## src/rtl/bnn_img_pkg.sv

```systemverilog
// Shared constants and types for the binary input-image receive path.
package bnn_img_pkg;
  localparam int unsigned IMG_WIDTH     = 32;
  localparam int unsigned IMG_HEIGHT    = 32;
  localparam int unsigned NBYTES        = IMG_WIDTH * IMG_HEIGHT / 8;
  localparam int unsigned BYTES_PER_ROW = IMG_WIDTH / 8;
  localparam logic [7:0]  START_BYTE    = 8'hA5;

  typedef enum logic [1:0] {IDLE, LOAD, FULL} img_state_t;
  typedef logic [IMG_WIDTH-1:0] img_row_t;
endpackage

```

## src/rtl/img_row_mem.sv

```systemverilog
// Row-addressed bitmap: byte-lane write port and registered row read port.
module img_row_mem #(
  parameter int unsigned WIDTH = 32,
  parameter int unsigned DEPTH = 32,
  parameter int unsigned RW    = $clog2(DEPTH),
  parameter int unsigned LW    = 2
) (
  input  logic             clk,
  input  logic             rst_n,
  input  logic             wr_en,
  input  logic [RW-1:0]    wr_row,
  input  logic [LW-1:0]    wr_lane,
  input  logic [7:0]       wr_byte,
  input  logic [RW-1:0]    rd_row,
  output logic [WIDTH-1:0] rd_data
);
  localparam int unsigned LANES = WIDTH / 8;

  logic [WIDTH-1:0] mem [DEPTH];

  // Lane 0 is the leftmost byte of the row (columns 0..7 in the top bits).
  always_ff @(posedge clk) begin
    if (wr_en && (32'(wr_row) < DEPTH)) begin
      for (int unsigned l = 0; l < LANES; l++) begin
        if (32'(wr_lane) == l)
          mem[wr_row][WIDTH-1-8*l -: 8] <= wr_byte;
      end
    end
  end

  always_ff @(posedge clk) begin
    if (!rst_n)
      rd_data <= '0;
    else if (32'(rd_row) < DEPTH)
      rd_data <= mem[rd_row];
    else
      rd_data <= '0;
  end
endmodule

```

## src/rtl/image_rx_buffer.sv

```systemverilog
// Frames a start-byte-prefixed binary image from the SPI byte stream into a
// row bitmap and hands it to the inference core via ready/consume.
module image_rx_buffer #(
  parameter int unsigned IMG_WIDTH  = bnn_img_pkg::IMG_WIDTH,
  parameter int unsigned IMG_HEIGHT = bnn_img_pkg::IMG_HEIGHT,
  parameter logic [7:0]  START_BYTE = bnn_img_pkg::START_BYTE
) (
  input  logic                                          clk,
  input  logic                                          rst_n,
  input  logic [7:0]                                    rx_data,
  input  logic                                          rx_valid,
  input  logic                                          clear,
  input  logic                                          img_consume,
  input  logic [$clog2(IMG_HEIGHT)-1:0]                 rd_row,
  output logic [IMG_WIDTH-1:0]                          rd_data,
  output logic                                          img_ready,
  output logic                                          busy,
  output logic                                          overflow,
  output logic [$clog2(IMG_WIDTH*IMG_HEIGHT/8+1)-1:0]   byte_count
);
  import bnn_img_pkg::img_state_t;
  import bnn_img_pkg::IDLE;
  import bnn_img_pkg::LOAD;
  import bnn_img_pkg::FULL;

  localparam int unsigned NBYTES = IMG_WIDTH * IMG_HEIGHT / 8;
  localparam int unsigned BPR    = IMG_WIDTH / 8;
  localparam int unsigned RW     = $clog2(IMG_HEIGHT);
  localparam int unsigned CW     = $clog2(NBYTES + 1);
  localparam int unsigned LW     = (BPR > 1) ? $clog2(BPR) : 1;

  img_state_t      state;
  logic            rv_q;
  logic            evt;
  logic [7:0]      evt_byte;
  logic            wr_en;
  logic [RW-1:0]   wr_row;
  logic [LW-1:0]   wr_lane;

  // Byte is captured on the first high cycle; the event fires one cycle later,
  // so a held level yields exactly one event.
  always_ff @(posedge clk) begin
    if (!rst_n) begin
      rv_q     <= 1'b0;
      evt      <= 1'b0;
      evt_byte <= '0;
    end else begin
      rv_q <= rx_valid;
      evt  <= rx_valid && !rv_q;
      if (rx_valid && !rv_q)
        evt_byte <= rx_data;
    end
  end

  always_comb begin
    wr_en   = rst_n && !clear && evt && (state == LOAD);
    wr_row  = RW'(byte_count / BPR);
    wr_lane = LW'(byte_count % BPR);
  end

  always_ff @(posedge clk) begin
    if (!rst_n || clear) begin
      state      <= IDLE;
      img_ready  <= 1'b0;
      busy       <= 1'b0;
      overflow   <= 1'b0;
      byte_count <= '0;
    end else begin
      case (state)
        IDLE: begin
          if (evt && (evt_byte == START_BYTE)) begin
            state      <= LOAD;
            busy       <= 1'b1;
            byte_count <= '0;
          end
        end
        LOAD: begin
          if (evt) begin
            if (byte_count == CW'(NBYTES - 1)) begin
              state      <= FULL;
              busy       <= 1'b0;
              img_ready  <= 1'b1;
              byte_count <= CW'(NBYTES);
            end else begin
              byte_count <= byte_count + CW'(1);
            end
          end
        end
        FULL: begin
          // Consume outranks a coincident byte, which is then not an overflow.
          if (img_consume) begin
            state      <= IDLE;
            img_ready  <= 1'b0;
            overflow   <= 1'b0;
            byte_count <= '0;
          end else if (evt) begin
            overflow <= 1'b1;
          end
        end
        default: state <= IDLE;
      endcase
    end
  end

  img_row_mem #(
    .WIDTH (IMG_WIDTH),
    .DEPTH (IMG_HEIGHT),
    .RW    (RW),
    .LW    (LW)
  ) u_mem (
    .clk     (clk),
    .rst_n   (rst_n),
    .wr_en   (wr_en),
    .wr_row  (wr_row),
    .wr_lane (wr_lane),
    .wr_byte (evt_byte),
    .rd_row  (rd_row),
    .rd_data (rd_data)
  );
endmodule

```

## config.mk

```make
export PLATFORM = sky130hd
export DESIGN_NAME = image_rx_buffer
export DESIGN_NICKNAME = d
export VERILOG_FILES = /design/src/rtl/bnn_img_pkg.sv /design/src/rtl/img_row_mem.sv /design/src/rtl/image_rx_buffer.sv
export SDC_FILE = /design/constraint.sdc
export NUM_CORES = 1
export LEC_CHECK = 0
export CELL_PAD_IN_SITES_DETAIL_PLACEMENT = 1
export CELL_PAD_IN_SITES_GLOBAL_PLACEMENT = 2
export CORE_UTILIZATION = 51
export DETAILED_ROUTE_END_ITERATION = 12
export DONT_BUFFER_PORTS = 1
export GPL_TIMING_DRIVEN = 1
export HOLD_SLACK_MARGIN = 0.1
export PLACE_DENSITY = 0.84
export SYNTH_ARGS = -nofsm -noshare
export SYNTH_HDL_FRONTEND = slang
export SYNTH_SLANG_ARGS = --single-unit
```

## constraint.sdc

```tcl
create_clock -name clk -period 3.8 [get_ports clk]
set_input_delay 0 -clock clk [delete_from_list [all_inputs] [get_ports clk]]
set_output_delay 0 -clock clk [all_outputs]
set_load 0.02 [all_outputs]
```

==> key figures, run 1 <==
Synth
  – Post-synthesis sequential area ratio: 76.89%
  – Post-Syn Nets: 1898
  – Synth warnings: 0
  – Post-Syn Instances: 1876
  – Synth Cell Area: 0.04142 mm^2
  – Yosys cell types: 44
  – Flops & latches, synth: 1079
  – Syn_area_per_cell: 22.08 um^2

STA
  – Worst-Margin Slew: 1.369 ns
  – Clk_skew: 0.03018 ns
  – Max-slew violations: 0
  – Setup_tns: 0 ns
  – Final critical-path required period: 3.248 ns
  – Final hold vios: 0
  – Final setup viols: 0
  – RSZ-0062 raised after global routing: false
  – Final hold slack: 0.1363 ns
  – Max Fclk: 0.3079 GHz
  – Slew margin rel.: 8.757%
  – Part of the cycle the worst path needs: 85.46%

Cells and area
  – Net count, final: 2016
  – Share of layout cells above drive strength 1: 27.47%
  – Synth-to-Final Area Change: 12.69%

Floorplan
  – Die X: 287.0 um
  – Initial Utilization: 51.51%
  – IO Pins: 61
  – Core outline area: 0.08042 mm^2
  – Die area: 0.08237 mm^2
  – Die Ht: 287.0 um
  – Num rows: 104

Worst setup path
  – Critical Path End Type: register
  – Worst Path Max Fanout: 34
  – WP data arrival: 3.82 ns
  – CP bufs+invs: 4
  – Crit path cell chain: dlygate4sd3_1 -> buf_16 -> nor2b_2 -> nand2_1 -> o221ai_1 -> dlygate4sd3_1 -> a221oi_2 -> dlygate4sd3_1
  – CP max-delay cell: nand2_1
  – CP dominant cell by count: dlygate4sd3_1
  – Setup CP Type: in -> reg
  – Critical Path Start Type: input port
  – Worst path max stage delay: 0.82 ns
  – Top delay family on crit path: buffers and inverters
  – Worst Path Required: 4.37 ns

Hold path
  – Worst Hold Class: in -> reg

Placed design
  – RePlAce Congestion: 0.8519
  – PortBufs: 0
  – Hpwl dp: 59600 um

Job
  – Max-Cap Viols: 0

Route
  – Total Wirelength: 104700 um
  – Drt wl/cell: 33.23 um
  – Vias: 20040
  – # DRC: 0
  – DR iter-0 viols: 2355
  – Vias per cell: 6.363
  – Routed Antenna Nets: 0
  – Initial DRT Pass Iterations: 5

Run status
  – Outcome: completed

Clock network
  – Clk sinks: 1079
  – H-tree depth: 3
  – TritonCTS Buffers: 106
  – Clock root buffer: clkbuf_16
  – CTS tree: built
  – CTS max path bufs: 3
  – Worst-skew pair later-pin latency: 0.68 ns
  – Clock slew at reported path FFs: 0.07 ns

Power and ir drop
  – Worst IR drop on VDD: 0.0004069 V
  – Pwr per Cell Area: 520.2 mW/mm^2
  – Pleak: 13.95 nW

Global route
  – Total grt overflow: 0
  – Initial antenna violation count: 3
  – Pin count of the biggest net entering global routing: 240
  – First-pass GRT wire length: 150700 um
  – Number of global-route vias before repair: 20930
  – GRT Overall Usage: 25.92%
## cells in the mapped netlist, drive strengths merged
master | instances | area, um^2
a31oi | 4 | 25.02
nor4bb | 2 | 20.02
nand3 | 6 | 30.03
a21oi | 4 | 20.02
dfxtp | 55 | 1101
buf | 51 | 360.3
o21ai | 1 | 5.000
and3 | 5 | 31.28
nand2 | 44 | 165.2
mux2i | 40 | 400.4
nor3 | 7 | 35.03
o21ba | 1 | 10.01
o41ai | 1 | 8.760
o32ai | 1 | 8.760
nand2b | 3 | 18.77
o2111ai | 3 | 26.28
and4b | 1 | 10.01
edfxtp | 1024 | 30750
ha | 4 | 50.05
clkinv | 17 | 63.81
nor2 | 137 | 514.2
and2 | 4 | 25.02
clkbuf | 56 | 210.2
o221ai | 32 | 280.3
nand4b | 1 | 8.760
inv | 22 | 82.58
nor3b | 1 | 7.510
mux4 | 288 | 6486
a32oi | 2 | 17.52
a221oi | 33 | 476.7
or3 | 1 | 6.260
nand3b | 2 | 15.01
a41oi | 1 | 8.760
o211ai | 3 | 22.52
nor2b | 15 | 93.84
o22ai | 1 | 6.260
o21a | 3 | 22.52
## path summary, 6_finish.rpt
check	end	depth (start not counted)	start	slack, ns
worst max-delay path	u_mem.rd_data[11]	8	rd_row[4]	0.55
worst min-delay path	u_mem.rd_data[26]	3	rd_row[2]	0.14
worst max register to register	u_mem.mem[8][27]	4	byte_count[5]	0.89
worst min register to register	evt	1	rv_q	0.44
## layer usage
metal	part of all wire [%]	wire length, um	vias up	GRT usage, %
li1	-	-	8085	-
met1	39	40440	10790	34.89
met2	49	51170	1011	41.58
met3	9.8	10260	155	7.619
met4	2.6	2768	5	7.048
met5	0.044	46	-	0
## area by class of cell
| type | instances | area (um^2) |
|---|---|---|
| fill | 6667 | 33740 |
| sequential | 1079 | 31880 |
| multi-input combinational | 651 | 8866 |
| clock buffer | 128 | 2829 |
| tap | 1060 | 1326 |
| timing repair buffer | 117 | 1081 |
| clock inverter | 72 | 541.8 |
| inverter | 39 | 146.4 |
| antenna | 4 | 10.01 |
## sequential cells by signal (all words and copies together) (netlist names), 2 cells and up
register	flops
byte_count	8
u_mem.rd_data	32
state	2
evt_byte	8
u_mem.mem	1024
## report_power, final
| group | internal [W] | switching [W] |
|---|---|---|
| registers | 0.0131 | 0.000141 |
| logic | 0.000394 | 0.000471 |
| clock network | 0.00572 | 0.00450 |
## cells by family (layout without fill, tap and decap cells)
family                     Yosys count  in the layout  synth area share [%]
adders and majority gates            4              4                0.1208
and+or+nand+nor                    229            229                 2.368
other                                0              4                     0
muxes                              328            328                 16.62
DFF                               1079           1079                 76.89
AOI/OAI and AO/OA                   90             90                 2.265
buffers and inverters              146            356                 1.731
## timing repair
action / in CTS / in global routing
gates resized for setup: 0 / 0
hold endpoints to repair: 63 / 1
buffers inserted: 0 / 0
hold buffers: 44 / 1
## worst reg2reg max path, delay by kind of cell (launching register included)
kind | cells | cell delay, ns
buf+inv | 1 | 0.21
flops | 1 | 0.65
simple gates | 3 | 1.68
## stage by stage
| step | setup WS, ns | power [W] | util [%] | instance area, um^2 | cells |
|---|---|---|---|---|---|
| 2_1_floorplan | 0.5509 | 0.01406 | - | 41420 | 1876 |
| 3_3_place_gp | 1.122 | 0.01414 | 53.17 | 42760 | 2901 |
| 3_5_place_dp | 0.9972 | 0.01418 | 53.17 | 42760 | 2901 |
| 4_1_cts | 0.6664 | 0.02438 | 58.02 | 46660 | 3145 |
| 5_1_grt | 0.4387 | 0.02481 | 58.04 | 46670 | 3146 |
| 6_report | 0.5524 | 0.02429 | 58.05 | 46680 | 3150 |
## cell usage in the layout (no fill, tap or decap), types with 6 or more instances in the layout
master and instances:
clkinvlp_4 8, clkinv_2 24, dfxtp_4 8, bufinv_16 6, clkbuf_16 109, nor2_1 136, nand3_1 6, a221oi_2 30
mux2i_1 40, mux4_2 288, inv_1 13, dlygate4sd3_1 39, buf_4 72, dfxtp_1 47, nand2_1 44, nor3_1 7
o221ai_1 32, edfxtp_1 1024, clkbuf_1 16, clkinv_1 44, nor2b_1 14, inv_2 9
(Power assumes the default switching activity.)
==> run 2: changes to the inputs <==
ABC_AREA = 1   (was unset)
CORE_MARGIN = 5   (was unset)
CORE_UTILIZATION = 45   (was 51)
CTS_BUF_LIST = sky130_fd_sc_hd__clkbuf_2 sky130_fd_sc_hd__clkbuf_4 sky130_fd_sc_hd__clkbuf_8   (was unset)
PLACE_DENSITY = 0.86   (was 0.84)
==> key figures, run 2 <==
Run status
  – Outcome: completed (unchanged)

Worst setup path
  – Setup CP Type: in -> reg (unchanged)
  – Crit path cell chain: dlygate4sd3_1 -> dlygate4sd3_1 -> buf_12 -> inv_2 -> nor2_4 -> dlygate4sd3_1 -> inv_2 -> nor3_4 -> nand2_4 -> nor2_1 (was dlygate4sd3_1 -> buf_16 -> nor2b_2 -> nand2_1 -> o221ai_1 -> dlygate4sd3_1 -> a221oi_2 -> dlygate4sd3_1)
  – Worst setup path startpoint: rst_n (was rd_row[4])
  – WP data arrival: 4.26 ns (was 3.82 ns)
  – R2R Path Start: u_mem.mem[31][20] (was byte_count[5])
  – CP max-delay cell: nor2_1 (was nand2_1)
  – Critical Path Start Type: input port (unchanged)
  – Worst Path Required: 4.27 ns (was 4.37 ns)
  – Critical Path End Type: register (unchanged)
  – Worst Path Max Fanout: 32 (was 34)
  – CP dominant cell by count: dlygate4sd3_1 (unchanged)
  – Worst path max stage delay: 0.78 ns (was 0.82 ns)

Synth
  – Yosys cell types: 29 (was 44)
  – Most frequent cells after synthesis: nand2_1 (1316), edfxtp_1 (1024), nand3_1 (708) (was edfxtp_1 (1024), mux4_2 (288), nor2_1 (137))
  – Flops & latches, synth: 1079 (unchanged)
  – Post-synthesis sequential area ratio: 72.85% (was 76.89%)
  – Async SR Flop Fraction: 0% (unchanged)
  – Dominant synthesized flop cell: edfxtp_1 (unchanged)
  – Post-Syn Instances: 3862 (was 1876)
  – Number of synthesized flops with an enable pin: 1024 (unchanged)
  – Synth warnings: 0 (unchanged)
  – Cell type with the largest total area after synthesis: edfxtp_1 (unchanged)
  – Syn_area_per_cell: 11.32 um^2 (was 22.08 um^2)
  – Synth Cell Area: 0.04372 mm^2 (was 0.04142 mm^2)
  – Post-Syn Nets: 3884 (was 1898)
  – Post-synth top area share: 70.33% (was 74.23%)
  – Most common cell in the synthesized netlist: nand2_1 (was edfxtp_1)
  – Top post-synthesis cells by area: edfxtp_1 (70%), nand2_1 (11%), nand3_1 (8.1%) (was edfxtp_1 (74%), mux4_2 (16%), dfxtp_1 (2.7%))

Route
  – Vias: 30700 (was 20040)
  – DR iter-0 viols: 3186 (was 2355)
  – Vias per cell: 5.684 (was 6.363)
  – Drt wl/cell: 26.04 um (was 33.23 um)
  – Initial DRT Pass Iterations: 5 (unchanged)
  – Total Wirelength: 140700 um (was 104700 um)
  – # DRC: 0 (unchanged)
  – Routed Antenna Nets: 0 (unchanged)

Global route
  – First-pass GRT wire length: 206000 um (was 150700 um)
  – Pin count of the biggest net entering global routing: 271 (was 240)
  – Number of global-route vias before repair: 32120 (was 20930)
  – Initial antenna violation count: 4 (was 3)
  – GRT Overall Usage: 26.80% (was 25.92%)
  – Total grt overflow: 0 (unchanged)

STA
  – Final critical-path required period: 3.789 ns (was 3.248 ns)
  – RSZ-0062 raised after global routing: true (was false)
  – Final hold vios: 0 (unchanged)
  – Max Fclk: 0.2639 GHz (was 0.3079 GHz)
  – Setup_tns: 0 ns (unchanged)
  – Final setup viols: 0 (unchanged)
  – Final WS setup: 0.01092 ns (was 0.5524 ns)
  – Part of the cycle the worst path needs: 99.71% (was 85.46%)
  – Slew margin rel.: 19.98% (was 8.757%)
  – Max-slew violations: 0 (unchanged)
  – Clk_skew: 0.03860 ns (was 0.03018 ns)
  – Worst-Margin Slew: 1.200 ns (was 1.369 ns)

Power and ir drop
  – Worst IR drop on VDD: 0.0003437 V (was 0.0004069 V)
  – Pwr Total: 0.02502 W (was 0.02429 W)
  – Pleak: 17.88 nW (was 13.95 nW)
  – P_int: 0.01896 W (was 0.01917 W)
  – Switch share: 24.22% (was 21.06%)
  – Clk pwr share: 40.7% (was 42.1%)
  – Pwr per Cell Area: 504.1 mW/mm^2 (was 520.2 mW/mm^2)
  – Sequential share of power: 52.9% (was 54.4%)
  – NetSw: 0.006059 W (was 0.005114 W)
  – Combinational share of power: 6.4% (was 3.6%)

Floorplan
  – IO Pins: 61 (unchanged)
  – Initial Utilization: 45.28% (was 51.51%)
  – Die Ht: 321.7 um (was 287.0 um)
  – Die area: 0.1035 mm^2 (was 0.08237 mm^2)
  – Core outline area: 0.09657 mm^2 (was 0.08042 mm^2)
  – Die X: 321.7 um (was 287.0 um)
  – Num rows: 114 (was 104)

Job
  – Max-Cap Viols: 0 (unchanged)

Clock network
  – H-tree depth: 4 (was 3)
  – Clk sinks: 1079 (unchanged)
  – CTS tree: built (unchanged)
  – TritonCTS Buffers: 180 (was 106)
  – Worst-skew pair later-pin latency: 0.87 ns (was 0.68 ns)
  – Clock slew at reported path FFs: 0.06 ns (was 0.07 ns)
  – Clock root buffer: clkbuf_8 (was clkbuf_16)
  – # Post-CTS Setup Buffers: 0 (unchanged)
  – CTS max path bufs: 3 (unchanged)

Cells and area
  – Multi-input logic area: 0.01063 mm^2 (was 0.008866 mm^2)
  – Top flop regs: u_mem.mem x1024, u_mem.rd_data x32 (unchanged)
  – Fin util: 51.40% (was 58.05%)
  – Largest Register: u_mem.mem (unchanged)
  – Register Area: 0.03188 mm^2 (unchanged)
  – Fillers: 10170 (was 6667)
  – Commonest cells after routing, fill and taps aside: nand2_1 (1316), edfxtp_1 (1024), nand3_1 (708) (was edfxtp_1 (1024), mux4_2 (288), nor2_1 (136))
  – Net count, final: 4000 (was 2016)
  – Max reg flops: 1024 (unchanged)
  – Share of layout cells above drive strength 1: 8.945% (was 27.47%)
  – Synth-to-Final Area Change: 13.53% (was 12.69%)
  – Commonest non-fill, non-tap cell in the layout: nand2_1 (was edfxtp_1)
  – Final std cells w/o fill: 5402 (was 3150)

Placed design
  – Placed insts: 4951 (was 2901)
  – RePlAce Congestion: 0.8179 (was 0.8519)
  – Hpwl dp: 76180 um (was 59600 um)
  – Pre-CTS setup slack: 0.9608 ns (was 0.9972 ns)
  – PortBufs: 0 (unchanged)

Hold path
  – Worst hold start: rd_row[2] (unchanged)
  – Worst Hold Class: in -> reg (unchanged)
[run 2: changes by cell type after synthesis, moves of 15 or more]
cell      before   now
o21ai_1        0    16
buf_2         31   137
o221ai_1      32     0
nand2_1       44  1316
a221oi_2      30     0
nor2b_1       15     0
nand3_1        6   708
o21ai_0        1    75
clkinv_1      17     1
mux2i_1       40     0
buf_1          3    27
nor2_1       137   363
mux4_2       288     0
[run 2: per-layer routing]
layer	vias up	track usage [%]	part of all wire [%]
li1	13610	-	-
met1	15600	35.78	41
met2	1249	44.03	48
met3	239	5.787	7.8
met4	0	9.080	3.0
met5	-	0	0
[run 2: per-stage QoR]
| stage | instance area (um^2) | hold WS (ns) |
|---|---|---|
| after floorplan | 43720 | 0.1160 |
| after global placement | 44730 | 0.1252 |
| after detailed placement | 44730 | 0.1299 |
| after CTS | 49600 | 0.1012 |
| after global routing | 49640 | 0.1015 |
| final | 49640 | 0.1333 |
[run 2: final timing paths]
path                             to  slack (ns)  cells past startpoint
setup / recovery  u_mem.mem[12][26]        0.01                     10
hold / removal    u_mem.rd_data[16]        0.13                      5
setup reg to reg  u_mem.rd_data[20]        0.15                     12
hold reg to reg                 evt        0.45                      1
[run 2: kinds of logic after synthesis]
| family | Yosys count | share of synthesized area, % |
|---|---|---|
| compound gates | 110 | 1.276 |
| xor+xnor | 1 | 0.02004 |
| fa+ha+maj | 4 | 0.1145 |
| buf+inv | 264 | 2.890 |
| flops | 1079 | 72.85 |
| simple gates | 2404 | 22.85 |
[run 2: critical path, delay by kind of cell]
family | cells | cell delay, ns
buffers and inverters | 6 | 2.41
AND/OR/NAND/NOR | 4 | 1.80
[run 2: repair_timing]
action / 4_1_cts / 5_1_grt
resized for setup: 0 / 8
hold buffers: 121 / 0
endpoints found under the setup margin: 0 / 118
endpoints found under the hold margin: 63 / 0
[run 2: layout make-up]
type | count | share of cell area (%)
Clock inverter | 93 | 1.245
Antenna cell | 1 | 0.005041
Multi-Input combinational cell | 2519 | 21.42
Clock buffer | 236 | 5.838
Sequential cell | 1079 | 64.23
Inverter | 28 | 0.2470
Tap cell | 1276 | 3.216
Timing Repair Buffer | 170 | 3.796
[run 2: power by group through the flow]
stage / clock (W) / sequential (W) / combinational (W)
final: 0.0102 / 0.0132 / 0.00161
after global routing: 0.0110 / 0.0132 / 0.00172
after CTS: 0.0103 / 0.0132 / 0.00158
after detailed placement: 0 / 0.0135 / 0.00128
after global placement: 0 / 0.0135 / 0.00125
after floorplan: 0 / 0.0136 / 0.000770
==> run 3: changes to the inputs <==
SYNTH_HIERARCHICAL = 1   (was unset)
==> key figures, run 3 <==
Route
  – Total Wirelength: 138000 um (was 140700 um)
  – Initial DRT Pass Iterations: 6 (was 5)
  – Drt wl/cell: 25.57 um (was 26.04 um)
  – Vias per cell: 5.686 (was 5.684)
  – DR iter-0 viols: 3308 (was 3186)
  – Routed Antenna Nets: 0 (unchanged)
  – # DRC: 0 (unchanged)
  – Vias: 30690 (was 30700)

Cells and area
  – Commonest non-fill, non-tap cell in the layout: nand2_1 (unchanged)
  – Register Area: 0.03188 mm^2 (unchanged)
  – Largest Register: u_mem/mem (was u_mem.mem)
  – Share of layout cells above drive strength 1: 9.056% (was 8.945%)
  – Multi-input logic area: 0.01063 mm^2 (about the same)
  – Top flop regs: u_mem/mem x1024, u_mem/rd_data x32 (was u_mem.mem x1024, u_mem.rd_data x32)
  – Synth-to-Final Area Change: 12.19% (was 13.53%)
  – Commonest cells after routing, fill and taps aside: nand2_1 (1315), edfxtp_1 (1024), nand3_1 (705) (was nand2_1 (1316), edfxtp_1 (1024), nand3_1 (708))
  – Max reg flops: 1024 (unchanged)
  – Fin util: 51.02% (was 51.40%)
  – Net count, final: 3994 (was 4000)
  – Final std cells w/o fill: 5397 (was 5402)
  – Fillers: 10250 (was 10170)

Synth
  – Number of synthesized flops with an enable pin: 1024 (unchanged)
  – Post-synthesis simple-gate area fraction: 22.77% (was 22.85%)
  – Post-synthesis adder-cell area fraction: 0.02836% (was 0.1145%)
  – Async SR Flop Fraction: 0% (unchanged)
  – Most common cell in the synthesized netlist: nand2_1 (unchanged)
  – Post-synthesis sequential area ratio: 72.21% (was 72.85%)
  – Cell type with the largest total area after synthesis: edfxtp_1 (unchanged)
  – Synth Cell Area: 0.04411 mm^2 (was 0.04372 mm^2)
  – Multiplexer area fraction after synthesis: 0% (unchanged)
  – Flops & latches, synth: 1079 (unchanged)
  – Compound-cell area share of the yosys netlist: 1.282% (was 1.276%)
  – Syn_area_per_cell: 11.36 um^2 (was 11.32 um^2)
  – Largest family of logic cells by synthesized area: simple AND/OR/NAND/NOR gates (unchanged)
  – Dominant synthesized flop cell: edfxtp_1 (unchanged)
  – Post-synth top area share: 69.71% (was 70.33%)
  – Synth Area in XOR/XNOR: 0% (was 0.02003%)
  – Yosys cell types: 28 (was 29)
  – Top post-synthesis cells by area: edfxtp_1 (70%), nand2_1 (11%), nand3_1 (8.0%) (was edfxtp_1 (70%), nand2_1 (11%), nand3_1 (8.1%))
  – Post-Syn Nets: 3902 (was 3884)
  – Synth warnings: 6 (was 0)
  – Most frequent cells after synthesis: nand2_1 (1315), edfxtp_1 (1024), nand3_1 (705) (was nand2_1 (1316), edfxtp_1 (1024), nand3_1 (708))
  – Post-Syn Instances: 3883 (was 3862)

Worst setup path
  – CP bufs+invs: 7 (was 6)
  – Setup CP Type: in -> reg (unchanged)
  – WP data arrival: 4.44 ns (was 4.26 ns)
  – Worst Path Max Fanout: 100 (was 32)
  – Worst path max stage delay: 0.58 ns (was 0.78 ns)
  – CP max-delay cell: dlygate4sd3_1 (was nor2_1)
  – Critical Path End Type: register (unchanged)
  – Critical Path Start Type: input port (unchanged)
  – Crit path cell chain: buf_16 -> inv_8 -> buf_4 -> nand3_1 -> nand3_1 -> dlygate4sd3_1 -> nand2_1 -> dlygate4sd3_1 -> nand2_1 -> nand2_1 -> nor2_1 -> dlygate4sd3_1 -> nor2_1 -> dlygate4sd3_1 (was dlygate4sd3_1 -> dlygate4sd3_1 -> buf_12 -> inv_2 -> nor2_4 -> dlygate4sd3_1 -> inv_2 -> nor3_4 -> nand2_4 -> nor2_1)
  – Worst Path Required: 4.53 ns (was 4.27 ns)
  – Top delay family on crit path: buffers and inverters (unchanged)
  – CP dominant cell by count: dlygate4sd3_1 (unchanged)

Clock network
  – CTS max path bufs: 3 (unchanged)
  – Clock root buffer: clkbuf_8 (unchanged)
  – Worst-skew pair later-pin latency: 0.85 ns (was 0.87 ns)
  – TritonCTS Buffers: 175 (was 180)
  – Clock slew at reported path FFs: 0.06 ns (about the same)
  – CTS tree: built (unchanged)
  – H-tree depth: 4 (unchanged)
  – Clk sinks: 1079 (unchanged)
  – # Post-CTS Setup Buffers: 0 (unchanged)

Hold path
  – Worst Hold Class: in -> reg (unchanged)

Run status
  – Outcome: completed (unchanged)

Power and ir drop
  – Pleak: 17.89 nW (was 17.88 nW)
  – Worst IR drop on VDD: 0.0003050 V (was 0.0003437 V)
  – Pwr Total: 0.02482 W (was 0.02502 W)
  – Pwr per Cell Area: 501.5 mW/mm^2 (was 504.1 mW/mm^2)

Placed design
  – Placed insts: 4971 (was 4951)
  – Hpwl dp: 73840 um (was 76180 um)
  – PortBufs: 0 (unchanged)
  – RePlAce Congestion: 0.7985 (was 0.8179)

Global route
  – Pin count of the biggest net entering global routing: 208 (was 271)
  – First-pass GRT wire length: 201800 um (was 206000 um)
  – Number of global-route vias before repair: 31630 (was 32120)
  – GRT Overall Usage: 26.00% (was 26.80%)
  – Initial antenna violation count: 5 (was 4)
  – Total grt overflow: 0 (unchanged)

STA
  – Max-slew violations: 0 (unchanged)
  – Part of the cycle the worst path needs: 97.89% (was 99.71%)
  – Slew margin rel.: 14.49% (was 19.98%)
  – Final setup viols: 0 (unchanged)
  – RSZ-0062 raised after global routing: false (was true)
  – Worst-Margin Slew: 1.283 ns (was 1.200 ns)
  – Setup_tns: 0 ns (unchanged)
  – Clk_skew: 0.05020 ns (was 0.03860 ns)
  – Max Fclk: 0.2688 GHz (was 0.2639 GHz)
  – Final critical-path required period: 3.720 ns (was 3.789 ns)
  – Final hold vios: 0 (unchanged)
  – Final hold slack: 0.1722 ns (was 0.1333 ns)

Floorplan
  – Die area: 0.1044 mm^2 (was 0.1035 mm^2)
  – Num rows: 114 (unchanged)
  – IO Pins: 61 (unchanged)
  – Core outline area: 0.09699 mm^2 (was 0.09657 mm^2)
  – Initial Utilization: 45.48% (was 45.28%)
  – Die X: 323.1 um (was 321.7 um)
  – Die Ht: 323.1 um (was 321.7 um)

Job
  – Max-Cap Viols: 0 (unchanged)
## run 3: cell types whose count changed after synthesis, sizes merged, moves of 2 or more
cell | previous run | this run
o21ai | 91 | 97
nor3 | 6 | 11
clkbuf | 57 | 46
nor2 | 367 | 371
nand2 | 1321 | 1319
nand3b | 0 | 3
inv | 27 | 40
ha | 4 | 1
buf | 179 | 191
## run 3: where the power goes
| group | internal [W] | switching [W] | total [W] |
|---|---|---|---|
| sequential | 0.0131 | 0.000162 | 0.0133 |
| combinational | 0.000421 | 0.00114 | 0.00156 |
| clock | 0.00531 | 0.00466 | 0.00997 |
## run 3: logic make-up after synthesis
family | Yosys count
flops | 1079
fa+ha+maj | 1
compound gates | 113
buf+inv | 277
simple gates | 2413
## run 3: cell type report
cell class              count  area share [%]
diodes                      2         0.01011
clock buffers             244           6.028
clock inverters            77           1.016
inverters                  40          0.3565
multi-input cells        2527           21.47
flip-flops and latches   1079           64.42
well taps                1276           3.226
repair buffers            152           3.469
## run 3: worst paths after layout
check / slack, ns / to / cells past startpoint / start
max: 0.08 / u_mem/rd_data[30] / 14 / rd_row[1]
min: 0.17 / u_mem/rd_data[20] / 5 / rd_row[2]
max reg2reg: 0.34 / u_mem/rd_data[21] / 12 / u_mem/mem[29][21]
min reg2reg: 0.41 / evt / 1 / rv_q
## run 3: repair_timing
action                     4_1_cts  5_1_grt
hold endpoints to repair        55        0
resized for setup                0        1
hold buffers                   105        0
setup endpoints to repair        0        6
## run 3: layer usage
layer	track usage, %	vias to the layer above	part of all wire, %
met2	42.66	1317	48
li1	-	13630	-
met4	7.401	2	2.4
met5	0	-	0.0087
met1	35.47	15540	41
met3	5.487	197	8.4
## run 3: worst register-to-register path, cell delays in order, from the launching register on
cell,delay [ns]
edfxtp_1,0.35
nand2_1,0.09
nand3_1,0.08
nand3_1,0.18
nand2_1,0.10
nand2_1,0.08
dlygate4sd3_1,0.59
nand3_1,0.09
dlygate4sd3_1,0.57
nand2_1,0.06
dlygate4sd3_1,0.56
nor2_1,0.05
dlygate4sd3_1,0.57
## run 3: through the flow
| step | setup WS [ns] | instance area [um^2] |
|---|---|---|
| 2_1_floorplan | 0.9806 | 44110 |
| 3_3_place_gp | 1.078 | 44820 |
| 3_5_place_dp | 0.9283 | 44820 |
| 4_1_cts | 0.03102 | 49490 |
| 5_1_grt | 0.02641 | 49490 |
| 6_report | 0.08032 | 49490 |
